## src/rtl/soda_machine_controller_if.sv

```systemverilog
// Handshake bundle between soda_machine_controller (master) and the purchase datapath (slave).
// Buttons and datapath status flow into the controller; enables and display control flow out.
interface soda_machine_controller_if;
   logic       btn_sel;
   logic       btn_done;
   logic       btn_coin;
   logic       btn_cancel;
   logic [7:0] cost_in;
   logic [7:0] total_in;
   logic       cost_add;
   logic       cost;
   logic       coins;
   logic       coins_add;
   logic       c_wrap;
   logic       start_disp;
   logic [2:0] disp_data;
   logic       dispenced;
   logic       dp_clr_n;
   logic       busy;

   modport master (
      input  btn_sel, btn_done, btn_coin, btn_cancel, cost_in, total_in,
      output cost_add, cost, coins, coins_add, c_wrap, start_disp, disp_data,
             dispenced, dp_clr_n, busy
   );

   modport slave (
      output btn_sel, btn_done, btn_coin, btn_cancel, cost_in, total_in,
      input  cost_add, cost, coins, coins_add, c_wrap, start_disp, disp_data,
             dispenced, dp_clr_n, busy
   );
endinterface

```

## src/rtl/soda_machine_controller.sv

```systemverilog
// Moore FSM sequencing the soda machine datapath: cost entry, coin entry, compare, dispense, clear.
// Optional macro COIN_TIMEOUT_EN aborts a purchase after COIN_TIMEOUT idle cycles in WAIT_COIN.
module soda_machine_controller #(
   parameter int unsigned SHOW_CYCLES  = 2,
   parameter int unsigned DISP_HOLD    = 4,
   parameter int unsigned MAX_ITEMS    = 7,
   parameter int unsigned COIN_TIMEOUT = 40
) (
   input logic                       clk,
   input logic                       nrst,
   soda_machine_controller_if.master sm
);
   typedef enum logic [3:0] {
      S_IDLE, S_ADD, S_ENTRY, S_LATCH, S_SHOW_COST, S_WAIT_COIN, S_COIN_LAT,
      S_COIN_ADD, S_SHOW_COIN, S_SHOW_TOT, S_CHECK, S_DISPENSE, S_CLEAR
   } state_t;

   localparam logic [7:0] SHOW_LAST = 8'(SHOW_CYCLES - 1);
   localparam logic [7:0] DISP_LAST = 8'(DISP_HOLD - 1);
   localparam logic [7:0] ITEM_MAX  = 8'(MAX_ITEMS);

   if (SHOW_CYCLES == 0 || SHOW_CYCLES > 256 || DISP_HOLD == 0 || DISP_HOLD > 256 ||
       MAX_ITEMS > 255 || COIN_TIMEOUT == 0 || COIN_TIMEOUT > 256) begin : g_bad_params
      $error("soda_machine_controller: parameter out of 8-bit counter range");
   end

   state_t     state_q, state_d;
   logic [7:0] timer_q, timer_d;
   logic [7:0] item_cnt_q, item_cnt_d;
   logic       cancel, timeout, timer_show_done, timer_disp_done;

   logic       cost_add_q, cost_add_d, cost_q, cost_d, coins_q, coins_d;
   logic       coins_add_q, coins_add_d, c_wrap_q, c_wrap_d, start_disp_q, start_disp_d;
   logic       dispenced_q, dispenced_d, dp_clr_n_q, dp_clr_n_d, busy_q, busy_d;
   logic [2:0] disp_q, disp_d;

`ifdef COIN_TIMEOUT_EN
   localparam logic [7:0] TO_LAST = 8'(COIN_TIMEOUT - 1);
   logic [7:0] to_q, to_d;

   always_comb to_d = (state_q == S_WAIT_COIN && !sm.btn_coin) ? to_q + 8'd1 : '0;

   always_ff @(posedge clk or negedge nrst) begin
      if (!nrst) to_q <= '0;
      else       to_q <= to_d;
   end

   assign timeout = (to_q == TO_LAST);
`else
   assign timeout = 1'b0;
`endif

   assign timer_show_done = (timer_q == SHOW_LAST);
   assign timer_disp_done = (timer_q == DISP_LAST);
   assign cancel = sm.btn_cancel && !(state_q inside {S_IDLE, S_DISPENSE, S_CLEAR});

   always_comb begin
      state_d    = state_q;
      item_cnt_d = item_cnt_q;
      timer_d    = '0;
      case (state_q)
         S_IDLE:      if (sm.btn_sel) state_d = S_ADD;
         S_ADD:       state_d = S_ENTRY;
         S_ENTRY: begin
            if (sm.btn_done)                             state_d = S_LATCH;
            else if (sm.btn_sel && item_cnt_q < ITEM_MAX) state_d = S_ADD;
         end
         S_LATCH:     state_d = S_SHOW_COST;
         S_SHOW_COST: if (timer_show_done) state_d = (sm.cost_in == '0) ? S_CLEAR : S_WAIT_COIN;
         S_WAIT_COIN: begin
            if (sm.btn_coin)  state_d = S_COIN_LAT;
            else if (timeout) state_d = S_CLEAR;
         end
         S_COIN_LAT:  state_d = S_COIN_ADD;
         S_COIN_ADD:  state_d = S_SHOW_COIN;
         S_SHOW_COIN: if (timer_show_done) state_d = S_SHOW_TOT;
         S_SHOW_TOT:  if (timer_show_done) state_d = S_CHECK;
         S_CHECK:     state_d = (sm.total_in >= sm.cost_in) ? S_DISPENSE : S_WAIT_COIN;
         S_DISPENSE:  if (timer_disp_done) state_d = S_CLEAR;
         S_CLEAR:     state_d = S_IDLE;
         default:     state_d = S_IDLE;
      endcase
      if (cancel) state_d = S_CLEAR;

      if (state_d == state_q &&
          state_q inside {S_SHOW_COST, S_SHOW_COIN, S_SHOW_TOT, S_DISPENSE})
         timer_d = timer_q + 8'd1;
      if (state_d == S_ADD)   item_cnt_d = item_cnt_q + 8'd1;
      if (state_d == S_CLEAR) item_cnt_d = '0;
   end

   // Outputs decode the next state so they appear registered in the cycle the state is entered.
   always_comb begin
      cost_add_d  = (state_d == S_ADD);
      cost_d      = (state_d == S_LATCH);
      coins_d     = (state_d == S_COIN_LAT);
      coins_add_d = (state_d == S_COIN_ADD);
      dispenced_d = (state_d == S_DISPENSE);
      dp_clr_n_d  = (state_d != S_CLEAR);
      busy_d      = (state_d != S_IDLE);
      c_wrap_d    = 1'b0;
      if (state_d == S_DISPENSE)
         c_wrap_d = (state_q == S_CHECK) ? (sm.total_in > sm.cost_in) : c_wrap_q;
      // Non-display states keep the last screen so the OLED is not refreshed needlessly.
      disp_d = disp_q;
      case (state_d)
         S_IDLE:      disp_d = 3'b000;
         S_SHOW_COST: disp_d = 3'b010;
         S_SHOW_COIN: disp_d = 3'b011;
         S_SHOW_TOT:  disp_d = 3'b100;
         S_DISPENSE:  disp_d = 3'b101;
         S_CLEAR:     disp_d = 3'b110;
         default:     disp_d = disp_q;
      endcase
      start_disp_d = (disp_d != disp_q);
   end

   always_ff @(posedge clk or negedge nrst) begin
      if (!nrst) begin
         state_q      <= S_IDLE;
         timer_q      <= '0;
         item_cnt_q   <= '0;
         cost_add_q   <= 1'b0;
         cost_q       <= 1'b0;
         coins_q      <= 1'b0;
         coins_add_q  <= 1'b0;
         c_wrap_q     <= 1'b0;
         start_disp_q <= 1'b0;
         disp_q       <= '0;
         dispenced_q  <= 1'b0;
         dp_clr_n_q   <= 1'b1;
         busy_q       <= 1'b0;
      end else begin
         state_q      <= state_d;
         timer_q      <= timer_d;
         item_cnt_q   <= item_cnt_d;
         cost_add_q   <= cost_add_d;
         cost_q       <= cost_d;
         coins_q      <= coins_d;
         coins_add_q  <= coins_add_d;
         c_wrap_q     <= c_wrap_d;
         start_disp_q <= start_disp_d;
         disp_q       <= disp_d;
         dispenced_q  <= dispenced_d;
         dp_clr_n_q   <= dp_clr_n_d;
         busy_q       <= busy_d;
      end
   end

   assign sm.cost_add   = cost_add_q;
   assign sm.cost       = cost_q;
   assign sm.coins      = coins_q;
   assign sm.coins_add  = coins_add_q;
   assign sm.c_wrap     = c_wrap_q;
   assign sm.start_disp = start_disp_q;
   assign sm.disp_data  = disp_q;
   assign sm.dispenced  = dispenced_q;
   assign sm.dp_clr_n   = dp_clr_n_q;
   assign sm.busy       = busy_q;
endmodule

```

## src/flat_wrapper.sv

```systemverilog
// flat-port wrapper written by rule: the top's interface ports become plain ports
module soda_machine_controller_flat 
#(
   parameter int unsigned SHOW_CYCLES  = 2,
   parameter int unsigned DISP_HOLD    = 4,
   parameter int unsigned MAX_ITEMS    = 7,
   parameter int unsigned COIN_TIMEOUT = 40
)
  (clk, nrst, sm_btn_sel, sm_btn_done, sm_btn_coin, sm_btn_cancel, sm_cost_in, sm_total_in, sm_cost_add, sm_cost, sm_coins, sm_coins_add, sm_c_wrap, sm_start_disp, sm_disp_data, sm_dispenced, sm_dp_clr_n, sm_busy);
  soda_machine_controller_if sm_i ();
  input logic clk;
  input logic nrst;
  input wire logic [$bits(sm_i.btn_sel)-1:0] sm_btn_sel;
  input wire logic [$bits(sm_i.btn_done)-1:0] sm_btn_done;
  input wire logic [$bits(sm_i.btn_coin)-1:0] sm_btn_coin;
  input wire logic [$bits(sm_i.btn_cancel)-1:0] sm_btn_cancel;
  input wire logic [$bits(sm_i.cost_in)-1:0] sm_cost_in;
  input wire logic [$bits(sm_i.total_in)-1:0] sm_total_in;
  output wire logic [$bits(sm_i.cost_add)-1:0] sm_cost_add;
  output wire logic [$bits(sm_i.cost)-1:0] sm_cost;
  output wire logic [$bits(sm_i.coins)-1:0] sm_coins;
  output wire logic [$bits(sm_i.coins_add)-1:0] sm_coins_add;
  output wire logic [$bits(sm_i.c_wrap)-1:0] sm_c_wrap;
  output wire logic [$bits(sm_i.start_disp)-1:0] sm_start_disp;
  output wire logic [$bits(sm_i.disp_data)-1:0] sm_disp_data;
  output wire logic [$bits(sm_i.dispenced)-1:0] sm_dispenced;
  output wire logic [$bits(sm_i.dp_clr_n)-1:0] sm_dp_clr_n;
  output wire logic [$bits(sm_i.busy)-1:0] sm_busy;
  assign sm_i.btn_sel = sm_btn_sel;
  assign sm_i.btn_done = sm_btn_done;
  assign sm_i.btn_coin = sm_btn_coin;
  assign sm_i.btn_cancel = sm_btn_cancel;
  assign sm_i.cost_in = sm_cost_in;
  assign sm_i.total_in = sm_total_in;
  assign sm_cost_add = sm_i.cost_add;
  assign sm_cost = sm_i.cost;
  assign sm_coins = sm_i.coins;
  assign sm_coins_add = sm_i.coins_add;
  assign sm_c_wrap = sm_i.c_wrap;
  assign sm_start_disp = sm_i.start_disp;
  assign sm_disp_data = sm_i.disp_data;
  assign sm_dispenced = sm_i.dispenced;
  assign sm_dp_clr_n = sm_i.dp_clr_n;
  assign sm_busy = sm_i.busy;
  soda_machine_controller #(.SHOW_CYCLES(SHOW_CYCLES), .DISP_HOLD(DISP_HOLD), .MAX_ITEMS(MAX_ITEMS), .COIN_TIMEOUT(COIN_TIMEOUT)) u_core (.clk(clk), .nrst(nrst), .sm(sm_i));
endmodule
```

## config.mk

```make
export PLATFORM = sky130hd
export DESIGN_NAME = soda_machine_controller_flat
export DESIGN_NICKNAME = d
export VERILOG_FILES = /design/src/rtl/soda_machine_controller_if.sv /design/src/rtl/soda_machine_controller.sv /design/src/flat_wrapper.sv
export SDC_FILE = /design/constraint.sdc
export NUM_CORES = 1
export LEC_CHECK = 0
export ABC_AREA = 1
export ABC_CLOCK_PERIOD_IN_PS = 5700
export CAP_MARGIN = 20
export CORE_UTILIZATION = 40
export CTS_BUF_LIST = sky130_fd_sc_hd__clkbuf_8
export CTS_CLUSTER_DIAMETER = 120
export DETAILED_ROUTE_END_ITERATION = 16
export SKIP_CTS_REPAIR_TIMING = 1
export SYNTH_ARGS = -nofsm -noshare
export SYNTH_HDL_FRONTEND = slang
export SYNTH_SLANG_ARGS = --single-unit
export TNS_END_PERCENT = 10
```

## constraint.sdc

```tcl
create_clock -name clk -period 5.7 [get_ports clk]
set_clock_uncertainty 0.15 [all_clocks]
set_input_delay 1.14 -clock clk [delete_from_list [all_inputs] [get_ports clk]]
set_output_delay 1.14 -clock clk [all_outputs]
set_load 0.02 [all_outputs]
```

==> out/metrics.cfg, run 1 <==
[run_status]
status = completed

[critical_path]
r2r-end = u_core.sm.start_disp
r2r_slack_ps = 3330
cp.required_ps = 5720
startpoint_type = input port
worstPathMaxFanout = 12
r2r-start = u_core.state_q[0]
crit_arrival_ps = 3500
reg2reg_depth = 12
endpoint_kind = flop
path_class = in2reg

[sta]
setup-violations-final = 0
fin_crit_sh_pct = 61.0
max_freq_mhz = 288
period_needed_ps = 3480
setup_tns_ps = 0
tightest_slew_ps = 404
slew_headroom_pct = 73.0
rsz0062_at_grt = no
final-hold-violation-count = 0
slew_viol_final = 0

[hold_path]
min_path_cells = 1
hp-class = reg2reg
worstHoldStart = u_core.timer_q[0]
hold_end = u_core.timer_q[0]

[global_route]
grt_pass1_vias = 1777
gr-total-overflow = 0
grt_max_degree = 33
antenna_found_initial = 0
grt_use_total_pct = 18.4
grt_pass1_wl_mm = 7.53

[drt]
wl_per_cell_um = 10.6
viasPerCell = 4.62
drc = 0
dr.pass1.iters = 4
wl_met2_mm = 1.92
dr_wl_met3_um = 164
ant_nets = 0
totalWireLength_mm = 4.28
drt_iter0_drc = 59
highest_layer = met4
drt-met1-wl_mm = 2.14
vias = 1865

[yosys]
ys_top_cells_by_area = dfrtp_1, nand2_1, nor2_1, inv_1, ha_1
yosysWarnings = 0
ys_seq_elements = 32
synth-seq-area-share_pct = 38.8
yosys.area.top_type_share_pct = 37.6
synth_largest_area_cell = dfrtp_1
synth_cells = 297
avgSynthCellArea_um2 = 6.95
syn_area_mm2 = 0.00206
synth_cell_types = 27
syn_nets = 330

[pwr]
finalPower_mw = 1.06
ir_drop_v = 0.000226
power_density_mw_per_mm2 = 405
leakagePower_nw = 1.33

[cts]
cts_buffers = 5
clockRootBuffer = clkbuf_8
htreeDepth = 2
cts_max_path_buffers = 2
clock_latency_ps = 290
cts_tree = yes
cts.sinks = 32
clk_pin_slew_ps = 70

[finish]
syn_to_final_growth_pct = 26.1
antennaDiodeCount = 0
final_common_cell = nand2_1
final_cell_mix = nand2_1, nor2_1, inv_1
fin_cells = 404
layout-drive-gt1-share_pct = 7.72
layout.nets = 369

[placement]
globalplace.congestion = 0.854
io_buffers = 33
placed_cells = 396
dp_hpwl_mm = 3.23

[floorplanning]
die_y_um = 73.8
dieArea_mm2 = 0.00545
io_pins = 34
core-area_mm2 = 0.00485
die_x_um = 73.8
num_rows = 25
initial_core_util_pct = 42.6

[run]
cap_violations = 0

-- sequential cells by signal, summed over array words and instances (netlist names) --
name,cells
u_core.sm.c_wrap,1
u_core.sm.coins,1
u_core.sm.busy,1
u_core.sm.cost_add,1
u_core.sm.dp_clr_n,1
u_core.timer_q,8
u_core.sm.disp_data,3
u_core.sm.dispenced,1
u_core.item_cnt_q,8
u_core.sm.cost,1
u_core.sm.start_disp,1
u_core.state_q,4
u_core.sm.coins_add,1
-- layout make-up --
type                       count  area (um^2)
sequential                    32          802
multi-input combinational    214         1070
clock buffer                   7         96.3
tap                           67         83.8
inverter                      49          184
timing repair buffer          34          338
clock inverter                 1         30.0
fill                         473         2250
-- synth_stat cells (all sizes together) --
cell / n
a21o: 1
a31oi: 1
ha: 11
or2: 1
nor3b: 1
nand3: 21
o21ai: 20
nand2: 80
nand3b: 1
dfstp: 1
a21oi: 9
o21a: 1
nor2: 49
dfrtp: 31
a22oi: 1
nand4: 4
nor3: 5
inv: 49
and3: 1
buf: 2
xor2: 6
xnor2: 1
-- routing by layer --
| metal | vias to the layer above | global-route usage [%] |
|---|---|---|
| met4 | 0 | 7.69 |
| li1 | 1006 | - |
| met2 | 36 | 30.0 |
| met5 | - | 0 |
| met1 | 819 | 23.6 |
| met3 | 4 | 4.12 |
-- kinds of logic after synthesis --
logic type	synth area share (%)
AOI/OAI and AO/OA	8.42
DFF	38.8
adders and majority gates	6.67
and+or+nand+nor	33.7
xor gates and xnor gates	2.97
buffers and inverters	9.39
-- how the worst max path moves through the flow --
stage                        from                   end  slack, ps  cells past startpoint
floorplan           sm_cost_in[7]  u_core.item_cnt_q[4]       2820                     13
global placement    sm_cost_in[5]  u_core.sm.start_disp       1970                     15
detailed placement  sm_cost_in[5]  u_core.sm.start_disp       1920                     15
CTS                 sm_cost_in[5]  u_core.sm.start_disp       2220                     15
global route        sm_cost_in[7]  u_core.sm.start_disp       1940                     14
finish              sm_cost_in[5]  u_core.sm.start_disp       2220                     15
-- power breakdown --
part | internal (mW) | switching, mW | total [mW]
Combinational | 0.173 | 0.336 | 0.509
Clock | 0.154 | 0.0881 | 0.242
Sequential | 0.269 | 0.0355 | 0.304
Total | 0.596 | 0.459 | 1.06
-- worst max-delay path, stage by stage --
cell	delay, ps
clkdlybuf4s50_1	480
inv_1	50
ha_1	280
a21oi_1	130
nor2_1	50
nor2_1	150
nand3_1	130
nand2_1	70
nand2_1	70
nand2_1	100
nand2_1	110
nand2_1	310
o21ai_0	180
o21ai_0	170
nand3_1	90
-- per-stage QoR --
stage	setup slack (ps)	hold WS [ps]	cell area, um^2	utilization, %
2_1_floorplan	2820	311	2060	-
3_3_place_gp	1970	331	2480	51.1
3_5_place_dp	1920	337	2480	51.1
4_1_cts	2220	346	2600	53.7
5_1_grt	1940	377	2600	53.7
6_report	2220	353	2600	53.7
Power figures use the tool's default switching activity.
==> inputs of run 2 (changes only) <==
--- a/config.mk
+++ b/config.mk
@@ -6,12 +6,13 @@
 export NUM_CORES = 1
 export LEC_CHECK = 0
 export ABC_AREA = 1
-export ABC_CLOCK_PERIOD_IN_PS = 5700
+export ABC_CLOCK_PERIOD_IN_PS = 2800
 export CAP_MARGIN = 20
 export CORE_UTILIZATION = 40
 export CTS_BUF_LIST = sky130_fd_sc_hd__clkbuf_8
 export CTS_CLUSTER_DIAMETER = 120
 export DETAILED_ROUTE_END_ITERATION = 16
+export PLACE_DENSITY = 0.65
 export SKIP_CTS_REPAIR_TIMING = 1
 export SYNTH_ARGS = -nofsm -noshare
 export SYNTH_HDL_FRONTEND = slang
==> constraint.sdc (replaced) <==
create_clock -name clk -period 2.8 [get_ports clk]
set_clock_uncertainty 0.15 [all_clocks]
set_input_delay 0.56 -clock clk [delete_from_list [all_inputs] [get_ports clk]]
set_output_delay 0.56 -clock clk [all_outputs]
set_load 0.02 [all_outputs]
==> run 2 against run 1 <==
- cell area is 6.3% higher
- global-route usage fell by 0.22 points
- total power grew 120%
- non-clock buffer count up 19
==> out/metrics.cfg, run 2 (synthesized netlist as in run 1, its figures left out) <==
[run_status]
status = completed

[cts]
clockRootBuffer = clkbuf_8
cts_max_path_buffers = 2  ; unchanged
htreeDepth = 2  ; unchanged
cts_tree = yes
clk_pin_slew_ps = 70  ; about the same
clock_latency_ps = 280  ; about the same
cts_buffers = 5  ; unchanged
cts.sinks = 32  ; unchanged

[sta]
slew_headroom_pct = 66.4  ; -6.6 points
period_needed_ps = 2640
max_freq_mhz = 379
final-hold-violation-count = 0  ; unchanged
slew_viol_final = 0  ; unchanged
tightest_slew_ps = 502  ; +97.2 ps
fin_crit_sh_pct = 94.3
setup_tns_ps = 0  ; unchanged
rsz0062_at_grt = yes
setup-violations-final = 0  ; unchanged

[global_route]
grt_util_met3_pct = 4.53  ; +0.41 points
antenna_found_initial = 0  ; unchanged
busiest_layer = met2
grt_use_met2_pct = 31.1  ; +1.1 points
gr-total-overflow = 0  ; unchanged
grt_pass1_wl_mm = 7.62  ; +1.3%
grt_use_total_pct = 18.2  ; -0.22 points
grt_max_degree = 33  ; unchanged
grt_pass1_vias = 1859  ; +4.6%
grt_use_met1_pct = 22.7  ; -0.83 points

[finish]
final_common_cell = nand2_1
fill_cells = 463  ; -2.1%
fin_util_pct = 57.1  ; +3.4 points
fin_cells = 423  ; +4.7%
layout-drive-gt1-share_pct = 16.3  ; +8.6 points
final_cell_mix = nand2_1, nor2_1, inv_1
reg.largest.list = u_core.item_cnt_q x8, u_core.timer_q x8, u_core.state_q x4
syn_to_final_growth_pct = 34.1
multiInputGateArea_mm2 = 0.00113  ; +5.5%
layout.nets = 388  ; +5.1%
final_area_mm2 = 0.00277  ; +6.3%
antennaDiodeCount = 0  ; unchanged
seq_area_um2 = 802  ; unchanged

[pwr]
combPwrFrac_pct = 57.7  ; +9.5 points
power_density_mw_per_mm2 = 826  ; +100%
switching_share_pct = 45.4  ; +1.9 points
power.internal_mw = 1.25  ; +110%
ir_drop_v = 0.000375  ; +66%
p_clk_share_pct = 15.4  ; -7.6 points
p_seq_share_pct = 26.9  ; -1.9 points
leakagePower_nw = 1.42  ; +6.8%
power_switching_mw = 1.04  ; +130%
finalPower_mw = 2.29  ; +120%

[critical_path]
r2r_slack_ps = 480  ; -2850 ps
r2r-start = u_core.timer_q[0]
endpoint_kind = flop
startpoint_type = input port
cp.required_ps = 2860  ; -2860 ps
reg2reg_depth = 11  ; -1
r2r-end = u_core.timer_q[3]
worstPathMaxFanout = 8  ; -4
path_class = in2reg
crit_arrival_ps = 2700  ; -800 ps

[hold_path]
hold_end = u_core.timer_q[0]
min_path_cells = 1  ; unchanged
hp-class = reg2reg
worstHoldStart = u_core.timer_q[0]

[drt]
totalWireLength_mm = 4.50  ; +5.3%
dr.pass1.iters = 4  ; unchanged
viasPerCell = 4.66  ; +0.89%
vias = 1970  ; +5.6%
wl_per_cell_um = 10.6  ; +0.53%
drt_iter0_drc = 78  ; +32%
drc = 0  ; unchanged
ant_nets = 0  ; unchanged

[floorplanning]
num_rows = 25  ; unchanged
core-area_mm2 = 0.00485  ; unchanged
io_pins = 34  ; unchanged
die_x_um = 73.8  ; unchanged
dieArea_mm2 = 0.00545  ; unchanged
initial_core_util_pct = 42.6  ; unchanged
die_y_um = 73.8  ; unchanged

[placement]
place_area_mm2 = 0.00262  ; +5.8%
io_buffers = 33  ; unchanged
placed_cells = 415  ; +4.8%
dp_hpwl_mm = 3.52  ; +9.1%
globalplace.congestion = 0.937  ; +9.7%

[run]
cap_violations = 0  ; unchanged

[run 2: area by class of cell]
cell class,instances,area share (%)
tap,67,3.03
inverter,49,6.74
clock inverter,3,0.678
clock buffer,5,2.49
sequential,32,29.0
multi-input combinational,214,40.7
timing repair buffer,53,17.4
[run 2: critical path: stages]
cell and delay (ps):
clkdlybuf4s50_1 490, inv_1 50, ha_1 260, nand2_1 70, nor2_1 110, nor2_1 60
buf_4 130, nand3_1 70, nand2_1 100, nor2_4 180, inv_1 90, buf_4 140
nand2_1 90, nand4_4 170, nor2_1 140
[run 2: how the worst max path moves through the flow]
| stage | from | endpoint | slack (ps) | cells after the start |
|---|---|---|---|---|
| floorplan | sm_cost_in[7] | u_core.item_cnt_q[4] | 500 | 13 |
| global placement | sm_cost_in[6] | u_core.item_cnt_q[3] | -200 | 16 |
| detailed placement | sm_cost_in[6] | u_core.timer_q[0] | -220 | 14 |
| CTS | sm_cost_in[6] | u_core.timer_q[0] | 70 | 14 |
| global route | sm_cost_in[7] | u_core.sm.start_disp | -10 | 15 |
| finish | sm_cost_in[6] | u_core.timer_q[3] | 160 | 15 |
[run 2: power by group through the flow]
stage	combinational [mW]	sequential [mW]	clock [mW]
final	1.32	0.616	0.352
after global routing	1.48	0.628	0.384
after CTS	1.20	0.616	0.367
after detailed placement	1.20	0.624	0
after global placement	1.19	0.622	0
after floorplan	0.726	0.652	0
[run 2: layer usage]
metal	up-vias	wire length, um	part of all wire [%]
met4	0	12	0.27
met1	891	2100	47
met3	2	182	4.0
met2	27	2210	49
met5	-	0	0
li1	1050	-	-
[run 2: per-stage QoR]
stage	setup slack, ps	hold WS, ps
after floorplan	498	114
after global placement	-199	327
after detailed placement	-218	347
after CTS	68.2	357
after global routing	-12.3	358
final	159	343
==> inputs of run 3 (changes only) <==
--- a/config.mk
+++ b/config.mk
@@ -12,7 +12,7 @@
 export CTS_BUF_LIST = sky130_fd_sc_hd__clkbuf_8
 export CTS_CLUSTER_DIAMETER = 120
 export DETAILED_ROUTE_END_ITERATION = 16
-export PLACE_DENSITY = 0.65
+export PLACE_DENSITY = 0.67
 export SKIP_CTS_REPAIR_TIMING = 1
 export SYNTH_ARGS = -nofsm -noshare
 export SYNTH_HDL_FRONTEND = slang
==> run 3 against run 2 <==
- final cell count shrank 0.95%
- critical path depth decreased by 1
- hold slack worse by 0.51 ps
- non-clock buffer count decreased by 4
==> out/metrics.cfg, run 3 (synthesized netlist as in run 1, its figures left out) <==
[critical_path]
r2r_slack_ps = 460  ; -20 ps
crit_arrival_ps = 2700  ; about the same
crit_end = u_core.timer_q[4]
r2r-end = u_core.timer_q[4]
endpoint_kind = flop
startpoint_type = input port
reg2reg_depth = 11  ; unchanged
path_class = in2reg
worstPathMaxFanout = 8  ; unchanged
cp.required_ps = 2870  ; about the same
crit_start = sm_cost_in[5]
r2r-start = u_core.timer_q[0]

[sta]
max_freq_mhz = 380  ; +0.34%
period_needed_ps = 2630  ; -9.03 ps
final-hold-violation-count = 0  ; unchanged
slew_viol_final = 0  ; unchanged
slew_headroom_pct = 69.3  ; +2.9 points
fin_crit_sh_pct = 94.0  ; -0.32 points
setup-violations-final = 0  ; unchanged
tightest_slew_ps = 459  ; -42.7 ps

[global_route]
grt_pass1_vias = 1752  ; -5.8%
grt_max_degree = 33  ; unchanged
gr-total-overflow = 0  ; unchanged
grt_pass1_wl_mm = 7.44  ; -2.4%
grt_use_total_pct = 18.1  ; -0.16 points
antenna_found_initial = 0  ; unchanged

[finish]
final_common_cell = nand2_1
final_area_mm2 = 0.00277  ; +0.23%
final_cell_mix = nand2_1, inv_1, nor2_1
fin_util_pct = 57.2  ; +0.13 points
syn_to_final_growth_pct = 34.4
fin_cells = 419  ; -0.95%
antennaDiodeCount = 0  ; unchanged
layout-drive-gt1-share_pct = 16.2  ; -0.099 points
layout.nets = 384  ; -1.0%
reg.largest.list = u_core.item_cnt_q x8, u_core.timer_q x8, u_core.state_q x4

[drt]
wl_per_cell_um = 10.5  ; -1.5%
ant_nets = 0  ; unchanged
dr.pass1.iters = 4  ; unchanged
drt_iter0_drc = 84  ; +7.7%
drc = 0  ; unchanged
totalWireLength_mm = 4.39  ; -2.5%
vias = 1946  ; -1.2%
viasPerCell = 4.64  ; -0.28%

[cts]
clockRootBuffer = clkbuf_8
cts_buffers = 5  ; unchanged
clock_latency_ps = 290  ; about the same
cts.sinks = 32  ; unchanged
clk_pin_slew_ps = 60  ; about the same
htreeDepth = 2  ; unchanged
cts_tree = yes
cts_max_path_buffers = 2  ; unchanged

[floorplanning]
dieArea_mm2 = 0.00545  ; unchanged
initial_core_util_pct = 42.6  ; unchanged
num_rows = 25  ; unchanged
io_pins = 34  ; unchanged
die_y_um = 73.8  ; unchanged
core-area_mm2 = 0.00485  ; unchanged
die_x_um = 73.8  ; unchanged

[run]
cap_violations = 0  ; unchanged

[run_status]
status = completed

[pwr]
power_density_mw_per_mm2 = 817  ; -1.1%
power.internal_mw = 1.25  ; -0.14%
leakagePower_nw = 1.41  ; -0.36%
p_seq_share_pct = 27.1  ; +0.2 points
p_clk_share_pct = 15.7  ; +0.3 points
switching_share_pct = 45.0  ; -0.43 points
power_switching_mw = 1.02  ; -1.9%
ir_drop_v = 0.000454  ; +21%
combPwrFrac_pct = 57.2  ; -0.5 points

[placement]
place_area_mm2 = 0.00259  ; -1.1%
placed_cells = 411  ; -0.96%
globalplace.congestion = 0.873  ; -6.8%
io_buffers = 33  ; unchanged
dp_hpwl_mm = 3.36  ; -4.4%

[hold_path]
hp-class = reg2reg

[run 3: how the worst min path moves through the flow]
stage	start	end	slack (ps)	depth (start not counted)
5_1_grt	u_core.timer_q[0]	u_core.timer_q[0]	370	1
6_report	u_core.timer_q[0]	u_core.timer_q[0]	340	1
4_1_cts	u_core.timer_q[0]	u_core.timer_q[0]	360	1
3_5_place_dp	u_core.timer_q[0]	u_core.timer_q[0]	350	1
2_1_floorplan	nrst	u_core.item_cnt_q[0]	110	0
3_3_place_gp	u_core.timer_q[0]	u_core.timer_q[0]	330	1
[run 3: cell type report]
class / count / area (um^2)
Tap cell: 67 / 83.8
Sequential cell: 32 / 802
Clock buffer: 6 / 82.6
Timing Repair Buffer: 49 / 454
Fill cell: 449 / 2070
Clock inverter: 2 / 7.51
Multi-Input combinational cell: 214 / 1160
Inverter: 49 / 186
[run 3: worst max-delay path, cell delays in order]
cell and delay, ps:
clkdlybuf4s50_1 480, inv_1 50, ha_1 280, a21oi_1 130
nor2_1 80, nor2_4 130, nand3_2 90, nand2_1 60
nand2_1 80, nand2_2 100, nand2_2 90, xor2_2 220
nand4_4 200, nor2_2 150
[run 3: stage by stage]
step                setup TNS (ps)  setup WS (ps)  hold WS, ps  total power, mW
floorplan                        0            498          114             1.38
global placement             -2150           -176          331             1.77
detailed placement           -3250           -206          347             1.79
CTS                              0           83.4          355             2.15
global route                 -6.46          -6.46          374             2.47
finish                           0            168          342             2.27
[run 3: power groups by stage]
stage | Combinational, mW | Sequential, mW | Clock (mW)
2_1_floorplan | 0.726 | 0.652 | 0
3_3_place_gp | 1.15 | 0.622 | 0
3_5_place_dp | 1.17 | 0.622 | 0
4_1_cts | 1.17 | 0.614 | 0.365
5_1_grt | 1.47 | 0.625 | 0.376
6_report | 1.30 | 0.614 | 0.356
[run 3: routing by layer]
| metal | up-vias | share of wire, % | GRT usage [%] |
|---|---|---|---|
| met5 | - | 0 | 0 |
| met4 | 0 | 1.6 | 6.84 |
| met3 | 6 | 3.5 | 4.12 |
| met2 | 40 | 48 | 30.6 |
| met1 | 862 | 46 | 22.3 |
| li1 | 1038 | - | - |
